--- src/rtl/aplausos_tx.sv ---
// Clap-pattern transmitter: emits a single or double clap pulse train, then holds off
// long enough for the downstream clap detector's window to close before going idle.
module aplausos_tx #(
    parameter int PULSE_CYC   = 2_500_000,
    parameter int GAP_CYC     = 15_000_000,
    parameter int HOLDOFF_CYC = 110_000_000,
    parameter int CNT_W       = 27
) (
    input  logic clk,
    input  logic rst_n,
    input  logic start,
    input  logic num_claps,
    output logic ready,
    output logic busy,
    output logic clap_out,
    output logic done
);

    typedef enum logic [2:0] {IDLE, PULSE1, GAP, PULSE2, HOLDOFF} state_t;

    localparam logic [CNT_W-1:0] PULSE_TC = CNT_W'(PULSE_CYC - 1);
    localparam logic [CNT_W-1:0] GAP_TC   = CNT_W'(GAP_CYC - 1);
    localparam logic [CNT_W-1:0] HOLD_TC  = CNT_W'(HOLDOFF_CYC - 1);

    state_t           state, state_nxt;
    logic [CNT_W-1:0] cnt, cnt_nxt;
    logic             dbl, dbl_nxt;
    logic             clap_nxt, done_nxt;
    logic             tc;

    // One shared counter; terminal count depends on which timed phase we are in.
    always_comb begin
        tc = 1'b0;
        case (state)
            PULSE1, PULSE2: tc = (cnt == PULSE_TC);
            GAP:            tc = (cnt == GAP_TC);
            HOLDOFF:        tc = (cnt == HOLD_TC);
            default:        tc = 1'b0;
        endcase
    end

    always_ff @(posedge clk) begin
        if (!rst_n) begin
            state    <= IDLE;
            cnt      <= '0;
            dbl      <= 1'b0;
            clap_out <= 1'b0;
            done     <= 1'b0;
        end else begin
            state    <= state_nxt;
            cnt      <= cnt_nxt;
            dbl      <= dbl_nxt;
            clap_out <= clap_nxt;
            done     <= done_nxt;
        end
    end

    always_comb begin
        state_nxt = state;
        case (state)
            IDLE:    if (start) state_nxt = PULSE1;
            PULSE1:  if (tc)    state_nxt = dbl ? GAP : HOLDOFF;
            GAP:     if (tc)    state_nxt = PULSE2;
            PULSE2:  if (tc)    state_nxt = HOLDOFF;
            HOLDOFF: if (tc)    state_nxt = IDLE;
            default:            state_nxt = IDLE;
        endcase
    end

    // clap_out is registered from the next state so it lines up with the phase exactly.
    always_comb begin
        cnt_nxt  = (state == IDLE || tc) ? '0 : cnt + CNT_W'(1);
        dbl_nxt  = (state == IDLE && start) ? num_claps : dbl;
        clap_nxt = (state_nxt == PULSE1) || (state_nxt == PULSE2);
        done_nxt = (state == HOLDOFF) && tc;
        ready    = (state == IDLE);
        busy     = (state != IDLE);
    end

endmodule

--- config.mk ---
export PLATFORM = sky130hd
export DESIGN_NAME = aplausos_tx
export DESIGN_NICKNAME = d
export VERILOG_FILES = /design/src/rtl/aplausos_tx.sv
export SDC_FILE = /design/constraint.sdc
export NUM_CORES = 1
export LEC_CHECK = 0
export ABC_AREA = 1
export BUFFER_PORTS_ARGS = -buffer_cell sky130_fd_sc_hd__buf_2
export CAP_MARGIN = 20
export CORE_UTILIZATION = 59
export DETAILED_ROUTE_END_ITERATION = 6
export PLACE_DENSITY_LB_ADDON = 0.12
export RECOVER_POWER = 100
export REMOVE_ABC_BUFFERS = 1
export SLEW_MARGIN = 20
export SYNTH_ARGS = -nofsm -noshare
export SYNTH_HDL_FRONTEND = slang
export SYNTH_SLANG_ARGS = --single-unit
--- constraint.sdc ---
create_clock -name clk -period 2.44 [get_ports clk]
set_input_delay 0.244 -clock clk [delete_from_list [all_inputs] [get_ports clk]]
set_output_delay 0.244 -clock clk [all_outputs]
set_load 0.05 [all_outputs]
==> results.md, run 1 <==
- Family with the most delay on the worst path: simple AND/OR/NAND/NOR gates
- Post-route setup TNS: 0 ps
- CTS sink count: 33
- Clock tree root buffer cell: clkbuf_4
- Worst path max stage delay: about 380 ps
- Post-CTS Setup Bufs: 0
- Max cap viols: 0
- Yosys warning total: 0
- Sequential Power Share: 55.3%
- Share of layout cells above drive strength 1: around 11%
- DRT Wirelength: roughly 3.9 mm
- Clock power frac: 35.0%
- Number of global-route vias before repair: 1416
- Layout Nets: around 300
- Initial core utilization: between 60 and 70%
- Most used DFF post-synth: dfxtp_1
- Top Ports: 8
- Area of placed instances: between 1500 and 2000 sq um
- Switch Pwr: around 0.27 mW
- Internal power: 0.737 mW
- DR vias/cell: 5.01
- Syn Std Cell Area: 1910 sq um
- Tightest Hold Check Type: input pin to register
- TritonCTS Buffers: 5
- CP endpoint kind: register
- Final setup viols: 0
- Routed len/inst: 11.6 um
- Reg clk slew, reported paths: 100 ps
- Dominant cell by count in the synthesized netlist: nand2_1
- Slowest CP cell: dfxtp_1
- RSZ-0062 raised after global routing: false
- Hold path depth: 3
- Port buffer count: 7
- Hold Path Origin: rst_n
- Die area: 3470 sq um
- Minimum clock period: 2000 ps
- PwrDens: between 500 and 600 nW/um^2
- Most instantiated cells after synthesis: nand2_1, nor2_1, inv_1
- First-pass GRT wire length: around 6.4 mm
- R2R Setup Slk: roughly 440 ps
- Critical Path, Cell by Cell: ha_1 > nand2_1 > nor2_4 > nand3_1 > nor2_1 > nand2_1 > nor2_1 > nand3_2 > nand3_4 > nor2_1
- # rows: 20
- Post-synth EDFFs: 0
- # resized after CTS: 0
- Core footprint: slightly above 3000 sq um
- DR vias: 1663
- Leak pwr: 0.730 nW
- Crit path kind: register to register
- Peak VDD IR: between 0.0003 and 0.0004 V
- Worst reg2reg path endpoint: cnt[26]
- Worst EP arrival: between 2000 and 2500 ps
- Period utilization: around 80%
- Hold_ws: ~170 ps
- CTS tree: built
- Min-Delay Endpoint: dbl
- Hold-fix buffers, CTS: 0
- DRT Pass-1 Iters: 5
- Mapped Avg Cell Area: around 7 sq um
- Post-layout util: between 60% and 70%
- HPWL Detailed: ~2.9 mm
- Die W: slightly below 60 um
- Diode count: 0
- Worst-Skew Late Latency: ~340 ps
- FF+latch count, synth: 33
- Gr usage total: approximately 25%
- Net Sw Frac: a little over a quarter
- CP Data Required Time: 2660 ps
- RePlAce Congestion: 0.863
- Fin. max-slew vios: 0
- Antenna violations before repair: 0
- Netlist cell types: 30
- Register area share after synthesis: 34.5%
- CP Max Fanout: 27
- DRC errors left: 0
- Clock H-tree levels: 2
- Most used cell, CP: nor2_1
- P&R area growth vs syn: 4.32%
- Worst r2r src: cnt[0]
- Clock buffer depth: 2
- Worst slew pin tran: between 600 and 700 ps
- Max transition margin: around 60%
- Buf+Inv Stages, Crit Path: 0
- Nature of the critical path startpoint: register
- GRT overflow: 0
- R2R depth: 10
- Post-synth top area share: between 30 and 40%
- Achievable Freq: ~500 MHz
- Die Height: 58.9 um
- Final setup skew: ~14 ps
- Area leader, netlist: dfxtp_1
- FFs w/ async S/R, synth: 0%
- Pin count of the biggest net entering global routing: 28
- Synth top area cells: dfxtp_1, nand2_1, nor2_1, inv_1, nand3_1
- Antenna-violating nets left: 0
- Final Hold Fails: 0
- Non-Filler Cell Area, Final: between 1500 and 2000 sq um
- Logic pwr share: approximately 9.7%
- Outcome: finished clean
- Mapped Cells: 276
- Starting DRT DRC Count: approximately 170
metal layers:
layer	global-route usage (%)	share of wire, %	vias up
met3	6.81	4.9	4
met4	9.86	1.0	0
met1	35.1	49	722
li1	-	-	904
met2	36.0	45	33
met5	0	0	-
cell usage in the layout (no fill, tap or decap), drive strengths merged, types with 2 or more instances in the layout:
cell type | netlist | layout
a21oi | 13 | 13
buf | 3 | 3
clkbuf | 0 | 11
dfxtp | 33 | 33
inv | 38 | 38
nand2 | 63 | 63
nand3 | 22 | 22
nand4 | 11 | 11
nor2 | 50 | 50
nor3 | 13 | 13
o21ai | 7 | 7
or2 | 6 | 6
or3 | 2 | 2
xnor2 | 2 | 2
xor2 | 9 | 9
how the worst max path moves through the flow:
| stage | from | slack (ps) | end | depth (start not counted) |
|---|---|---|---|---|
| floorplan | state[0] | 110 | cnt[24] | 6 |
| global placement | cnt[0] | 570 | cnt[24] | 10 |
| detailed placement | cnt[0] | 520 | cnt[24] | 10 |
| CTS | cnt[0] | 490 | cnt[26] | 10 |
| global route | cnt[0] | 220 | cnt[11] | 10 |
| finish | cnt[0] | 440 | cnt[26] | 10 |
final cells by class:
class	instances	area (sq um)
Fill cell	306	1060
Multi-Input combinational cell	202	1040
Sequential cell	33	661
Inverter	38	143
Clock buffer	7	65.1
Tap cell	44	55.1
Timing Repair Buffer	7	30.0
Clock inverter	1	5.00
power groups by stage:
stage / logic, mW / registers [mW] / clock network (mW)
floorplan: 0.0739 / 0.573 / 0
global placement: 0.103 / 0.569 / 0
detailed placement: 0.102 / 0.569 / 0
CTS: 0.102 / 0.557 / 0.361
global route: 0.109 / 0.559 / 0.391
finish: 0.0976 / 0.557 / 0.353
worst register-to-register path, delay by kind of cell, from the launching register on:
kind,cells,cell delay (ps)
AND/OR/NAND/NOR,9,1280
flip-flops,1,380
adder cells (fa/ha/maj),1,220
kinds of logic after synthesis:
kind of cell               count (synthesis)  share of synthesized area, %
DFF                                       33                          34.5
buffers and inverters                     41                          9.48
and+or+nand+nor                          169                          43.3
adders and majority gates                  1                         0.654
xor gates and xnor gates                  11                          5.04
AOI/OAI and AO/OA                         21                          7.00
flip-flops by register name, summed over array words and instances (netlist names):
register,flops
state,3
dbl,1
cnt,27
clap_out,1
done,1
stage by stage:
| step | worst slack, ps | power, mW | instances |
|---|---|---|---|
| 2_1_floorplan | 110 | 0.647 | 273 |
| 3_5_place_dp | 517 | 0.671 | 324 |
| 5_1_grt | 218 | 1.06 | 332 |
| 6_report | 444 | 1.01 | 332 |
| 3_3_place_gp | 574 | 0.672 | 324 |
| 4_1_cts | 490 | 1.02 | 332 |
Note: power is estimated with default switching activity, not from simulation.
==> inputs of run 2 (changes only) <==
--- a/config.mk
+++ b/config.mk
@@ -8,7 +8,7 @@
 export ABC_AREA = 1
 export BUFFER_PORTS_ARGS = -buffer_cell sky130_fd_sc_hd__buf_2
 export CAP_MARGIN = 20
-export CORE_UTILIZATION = 59
+export CORE_UTILIZATION = 55
 export DETAILED_ROUTE_END_ITERATION = 6
 export PLACE_DENSITY_LB_ADDON = 0.12
 export RECOVER_POWER = 100
==> constraint.sdc (replaced) <==
create_clock -name clk -period 1.7 [get_ports clk]
set_input_delay 0.17 -clock clk [delete_from_list [all_inputs] [get_ports clk]]
set_output_delay 0.17 -clock clk [all_outputs]
set_load 0.05 [all_outputs]
==> run 2 against run 1 <==
Effect of this change:
- the run now ends with negative setup slack left
- total power rose by 44%
- sequential power rose by 44%
- critical path depth did not move
- die area rose by 7.0%
- fmax rose by 13%
- register-to-register slack got worse by 510 ps
- global-route usage rose by 1.3 points
- via count rose by 14%
- flip-flop and latch count did not move
- clock power rose by 24%
- non-clock buffer count rose by 34
- first-iteration DRC count fell by 30%
==> results.md, run 2 (synthesis gave the netlist of run 1 again) <==
- Outcome: finished with violations
- Failing checks: negative setup slack
- # rows: 21 (+5.0%)
- Worst slew pin tran: 594 ps (-7.98 ps)
- Routed len/inst: 13.1 um (+13%)
- FF+latch area: 667 sq um (+0.95%)
- Critical Path, Cell by Cell: buf_4 > nand3_1 > nor2_2 > nand2_2 > nor2_4 > nand2_4 > nor2_4 > buf_4 > xor2_2 > nor2_4
- CP Max Fanout: 3 (-89%)
- Nature of the critical path startpoint: register
- Internal power: 1.02 mW (+39%)
- Share of layout cells above drive strength 1: 32.3% (+22 points)
- Core footprint: 3340 sq um (+9.3%)
- Period utilization: 104% (+22 points)
- Hold Path Origin: rst_n
- Final setup viols: 11 (+11)
- Antenna-violating nets left: 0 (unchanged)
- DRC errors left: 0 (unchanged)
- First-pass GRT wire length: 6.96 mm (+8.5%)
- Port buffer count: 7 (unchanged)
- CTS tree: built
- CTS sink count: 33 (unchanged)
- Switch Pwr: 0.432 mW (+60%)
- Fill count: 270 (-12%)
- P&R area growth vs syn: 30.7%
- Final setup skew: 19.9 ps (+5.99 ps)
- Crit path kind: register to register
- Max transition margin: 60.5% (+0.53 points)
- Max cap viols: 0 (unchanged)
- Final worst setup slack: -64.9 ps (-508 ps)
- Logic pwr share: 14.8% (+5.1 points)
- Hold_ws: 109 ps (-62.9 ps)
- Worst EP arrival: 2030 ps (-190 ps)
- Clock tree root buffer cell: clkbuf_4
- Commonest non-fill, non-tap cell in the layout: nand2_1
- Peak VDD IR: 0.000453 V (+36%)
- Post-route setup TNS: -228 ps (-228 ps)
- Final Hold Fails: 0 (unchanged)
- Die Height: 61.0 um (+3.4%)
- Layout Nets: 326 (+12%)
- Die area: 3720 sq um (+7.0%)
- CP endpoint kind: register
- Largest register FFs: 27 (unchanged)
- Antenna violations before repair: 0 (unchanged)
- Biggest regs: cnt: 27 flops, state: 3 flops
- Top Ports: 8 (unchanged)
- Sequential Power Share: 55.1% (-0.2 points)
- Clock H-tree levels: 2 (unchanged)
- Clock power frac: 30.1% (-4.9 points)
- GRT overflow: 0 (unchanged)
- TritonCTS Buffers: 5 (unchanged)
- Leak pwr: 0.995 nW (+36%)
- Minimum clock period: 1760 ps (-232 ps)
- PwrDens: 582 nW/um^2 (+15%)
- HPWL Detailed: 3.21 mm (+9.1%)
- Worst-Skew Late Latency: 350 ps (about the same)
- Achievable Freq: 567 MHz (+13%)
- RSZ-0062 raised after global routing: true
- Reg clk slew, reported paths: 110 ps (about the same)
- Die W: 61.0 um (+3.4%)
- Worst setup startpoint: cnt[0]
- Worst r2r src: cnt[0]
- Most used cell, CP: nor2_4
- Worst path max stage delay: 370 ps (about the same)
- Fin. max-slew vios: 0 (unchanged)
- DR vias: 1893 (+14%)
- Diode count: 0 (unchanged)
- Initial core utilization: 57.3% (-5.3 points)
- Net Sw Frac: 29.7% (+2.9 points)
- DR vias/cell: 5.14 (+2.7%)
- Clock buffer depth: 2 (unchanged)
- Most flops, register: cnt
- Slowest CP cell: dfxtp_2
- RePlAce Congestion: 0.941 (+9.0%)
- CP Data Required Time: 1960 ps (-700 ps)
- Gr usage total: 26.3% (+1.3 points)
- Number of global-route vias before repair: 1626 (+15%)
- Tightest Hold Check Type: input pin to register
- DRT Pass-1 Iters: 4 (-1)
- Starting DRT DRC Count: 116 (-30%)
- DRT Wirelength: 4.82 mm (+25%)
- Most frequent cells in the layout: nand2_1, inv_1, nor2_1
- Multi-input combinational cell area: 1230 sq um (+19%)
- Pin count of the biggest net entering global routing: 16 (-43%)
[run 2: per-stage QoR]
step                      utilization (%)  total power [mW]  worst slack, ps  cells  cell area [sq um]
after floorplan                         -             0.929             -630    273               1870
after global placement               65.1             0.990            -18.9    350               2170
after detailed placement             65.1             0.991            -76.5    350               2170
after CTS                            67.9              1.41             4.58    361               2270
after global routing                 74.9              1.52             -169    368               2500
final                                74.9              1.45            -64.9    368               2500
[run 2: critical path, delay by kind of cell, from the launching register on]
kind                      cells  cell delay, ps
DFF                           1             370
buffers and inverters         2             260
xor gates and xnor gates      1             170
and+or+nand+nor               7             880
[run 2: timing repair]
item | in CTS | in global routing
gates resized for setup | 4 | 41
hold buffers | 0 | 0
pin swaps | 2 | 11
setup endpoints to repair | 12 | 31
buffers inserted | 3 | 5
cloned | 0 | 2
[run 2: path summary, 6_finish.rpt]
kind | depth (start not counted) | end | slack (ps)
max | 10 | cnt[15] | -60
max reg2reg | 10 | cnt[15] | -60
min | 3 | dbl | 110
min reg2reg | 2 | dbl | 470
[run 2: power groups by stage]
stage | logic [mW] | clock network (mW) | registers, mW
detailed placement | 0.176 | 0 | 0.815
global route | 0.232 | 0.486 | 0.803
finish | 0.216 | 0.438 | 0.802
CTS | 0.176 | 0.441 | 0.798
floorplan | 0.106 | 0 | 0.823
global placement | 0.175 | 0 | 0.815
[run 2: area by class of cell]
class	count	area share, %
timing repair buffer	41	14.1
clock inverter	2	0.400
clock buffer	6	1.65
multi-input combinational	202	49.2
tap	46	2.30
sequential	33	26.7
inverter	38	5.71
[run 2: metal layers]
metal  routed length (um)  vias to the layer above  track usage, %  part of all wire [%]
li1                     -                      974               -                     -
met1                 2140                      859            32.7                    44
met2                 2300                       41            40.3                    48
met3                  239                       19            9.38                   5.0
met4                  149                        0            12.7                   3.1
met5                    0                        -               0                     0
==> inputs of run 3 (changes only) <==
--- a/config.mk
+++ b/config.mk
@@ -8,10 +8,11 @@
 export ABC_AREA = 1
 export BUFFER_PORTS_ARGS = -buffer_cell sky130_fd_sc_hd__buf_2
 export CAP_MARGIN = 20
-export CORE_UTILIZATION = 55
+export CELL_PAD_IN_SITES_DETAIL_PLACEMENT = 0
+export CELL_PAD_IN_SITES_GLOBAL_PLACEMENT = 1
+export CORE_UTILIZATION = 40
 export DETAILED_ROUTE_END_ITERATION = 6
 export PLACE_DENSITY_LB_ADDON = 0.12
-export RECOVER_POWER = 100
 export REMOVE_ABC_BUFFERS = 1
 export SLEW_MARGIN = 20
 export SYNTH_ARGS = -nofsm -noshare
==> run 3 against run 2 <==
Effect of this change:
- non-clock buffer count down 5
- the flow still finishes with violations (negative setup slack)
- fmax up 2.2%
- global-route usage down 6.7 points
- sequential share of layout area up 0.98 points
- combinational power up 7%
- critical endpoint is now cnt[16]
- routed wire length down 5.0%
- highest routed layer unchanged
- first-iteration DRC count down 17%
- critical path depth unchanged
- final cell count up 0.27%
- die area up 36%
- utilization down 21 points
- worst setup slack better by 38 ps
==> results.md, run 3 (synthesis gave the netlist of run 1 again) <==
- Outcome: finished with violations
- Failing checks: negative setup slack
- DRT Pass-1 Iters: 6 (+2)
- DR vias: 1765 (-6.8%)
- CP endpoint kind: register
- Top Ports: 8 (unchanged)
- Tightest Hold Check Type: input pin to register
- Largest register FFs: 27 (unchanged)
- CTS sink count: 33 (unchanged)
- DRC errors left: 0 (unchanged)
- Die area: 5060 sq um (+36%)
- Antenna-violating nets left: 0 (unchanged)
- Crit path kind: register to register
- Starting DRT DRC Count: 96 (-17%)
- Reg clk slew, reported paths: 70 ps (-40 ps)
- # rows: 24 (+14%)
- Min-Delay Endpoint: dbl
- Final worst setup slack: -26.7 ps (+38.2 ps)
- HPWL Detailed: 3.40 mm (+6.0%)
- Fin. max-slew vios: 0 (unchanged)
- Most frequent cells in the layout: nand2_1, inv_1, nor2_1
- Net Sw Frac: 27.2% (-2.5 points)
- P&R area growth vs syn: 26.0%
- Nature of the critical path startpoint: register
- Number of global-route vias before repair: 1678 (+3.2%)
- R2R Setup Slk: -30 ps (+40 ps)
- Worst path max stage delay: 350 ps (-20 ps)
- R2R depth: 10 (unchanged)
- Switch Pwr: 0.437 mW (+1.1%)
- Core footprint: 4470 sq um (+34%)
- Worst-Skew Late Latency: 280 ps (-70 ps)
- RePlAce Congestion: 0.832 (-12%)
- Layout Nets: 321 (-1.5%)
- Final Hold Fails: 0 (unchanged)
- DR vias/cell: 4.78 (-7.0%)
- Fill count: 443 (+64%)
- Worst EP arrival: 1900 ps (-130 ps)
- Logic pwr share: 14.4% (-0.4 points)
- CP Max Fanout: 9 (+6)
- Period utilization: 102% (-2.2 points)
- Sequential Power Share: 49.9% (-5.2 points)
- Hold_ws: 179 ps (+70.0 ps)
- TritonCTS Buffers: 5 (unchanged)
- Final setup skew: 8.60 ps (-11.3 ps)
- Biggest regs: cnt: 27 flops, state: 3 flops
- Commonest non-fill, non-tap cell in the layout: nand2_1
- Post-layout util: 53.9% (-21 points)
- Worst slew pin tran: 347 ps (-247 ps)
- Worst r2r src: state[0]
- Pin count of the biggest net entering global routing: 11 (-5)
- Clock tree root buffer cell: clkbuf_8
- Port buffer count: 7 (unchanged)
- DRT Wirelength: 4.58 mm (-5.0%)
- Clock H-tree levels: 2 (unchanged)
- Leak pwr: 0.945 nW (-5.0%)
- Clock power frac: 35.7% (+5.6 points)
- CTS tree: built
- Die W: 71.2 um (+17%)
- Diode count: 0 (unchanged)
- Slowest CP cell: dfxtp_2
- Max cap viols: 0 (unchanged)
- Die Height: 71.2 um (+17%)
- Final setup viols: 23 (+12)
- Hold path depth: 3 (unchanged)
- Gr usage total: 19.5% (-6.7 points)
- Routed len/inst: 12.4 um (-5.3%)
- Hold-fix buffers, CTS: 0 (unchanged)
- Initial core utilization: 42.8% (-15 points)
- GRT overflow: 0 (unchanged)
- Clock buffer depth: 2 (unchanged)
- Worst reg2reg path endpoint: cnt[16]
- Most flops, register: cnt
- Share of layout cells above drive strength 1: 28.1% (-4.2 points)
- Peak VDD IR: 0.000543 V (+20%)
- Most used cell, CP: nand3_2
- Achievable Freq: 579 MHz (+2.2%)
- Max transition margin: 76.6% (+16 points)
- Minimum clock period: 1730 ps (-38.2 ps)
- Internal power: 1.17 mW (+14%)
- Hold Path Origin: rst_n
- First-pass GRT wire length: 7.62 mm (+9.6%)
- CP Data Required Time: 1870 ps (-90 ps)
- Antenna violations before repair: 0 (unchanged)
- RSZ-0062 raised after global routing: true
- PwrDens: 666 nW/um^2 (+14%)
- Critical Path, Cell by Cell: inv_1 > nand3_2 > o21bai_1 > nand2_1 > nor2_2 > nand3_2 > nand3_4 > buf_12 > buf_16 > nor2_1
==> run 3: cell types whose count changed in the layout (fill, tap and decap cells not counted), moves of 3 or more <==
cell,change
buf_4,-5
clkbuf_4,-5
nor2_1,+6
buf_2,+4
nor3_1,+3
clkbuf_8,+5
nor2_4,-5
==> run 3: critical path: cells and delay by family (launching register included) <==
kind	cells	cell delay (ps)
AND/OR/NAND/NOR	6	660
buffers and inverters	3	380
flip-flops	1	350
AO/OA/AOI/OAI	1	230
==> run 3: worst max path at each step <==
stage | from | to | slack, ps | depth (start not counted)
2_1_floorplan | state[0] | cnt[24] | -630 | 6
3_3_place_gp | cnt[0] | cnt[18] | 0.3 | 11
3_5_place_dp | cnt[0] | cnt[24] | -50 | 11
4_1_cts | cnt[1] | cnt[16] | -20 | 12
5_1_grt | state[0] | cnt[20] | -140 | 10
6_report | state[0] | cnt[16] | -30 | 10
==> run 3: per-stage QoR <==
| step | power [mW] | TNS (ps) | setup WS, ps | std cells | instance area (sq um) |
|---|---|---|---|---|---|
| after floorplan | 0.929 | -16660 | -630 | 273 | 1870 |
| after detailed placement | 0.996 | -728 | -54.0 | 351 | 2140 |
| after global routing | 1.68 | -3650 | -144 | 369 | 2410 |
| after CTS | 1.62 | -272 | -23.8 | 365 | 2360 |
| final | 1.61 | -298 | -26.7 | 369 | 2410 |
| after global placement | 0.997 | 0 | 0.295 | 351 | 2140 |
==> run 3: repair_timing <==
| item | 4_1_cts | 5_1_grt |
|---|---|---|
| buffers inserted | 4 | 4 |
| pin swaps | 7 | 4 |
| endpoints found under the setup margin | 29 | 32 |
| gates cloned | 2 | 0 |
| resized for setup | 12 | 9 |
==> run 3: final cells by class <==
| cell class | instances | area, sq um | area share, % |
|---|---|---|---|
| multi-input cells | 202 | 1120 | 46.6 |
| flip-flops and latches | 33 | 667 | 27.7 |
| repair buffers | 36 | 330 | 13.7 |
| well taps | 52 | 65.1 | 2.70 |
| clock inverters | 2 | 10.0 | 0.415 |
| clock buffers | 6 | 72.6 | 3.01 |
| inverters | 38 | 143 | 5.92 |
==> run 3: metal layers <==
metal  global-route usage (%)  part of all wire (%)  vias to the layer above
li1                         -                     -                      963
met1                     26.8                    52                      785
met2                     31.0                    44                       13
met3                     4.13                   2.4                        4
met4                     5.33                  0.87                        0
met5                        0                     0                        -
==> run 3: power by group through the flow <==
| stage | registers, mW | logic [mW] | clock network (mW) |
|---|---|---|---|
| 5_1_grt | 0.802 | 0.252 | 0.623 |
| 2_1_floorplan | 0.823 | 0.106 | 0 |
| 3_3_place_gp | 0.815 | 0.182 | 0 |
| 6_report | 0.802 | 0.231 | 0.573 |
| 3_5_place_dp | 0.815 | 0.181 | 0 |
| 4_1_cts | 0.800 | 0.230 | 0.589 |
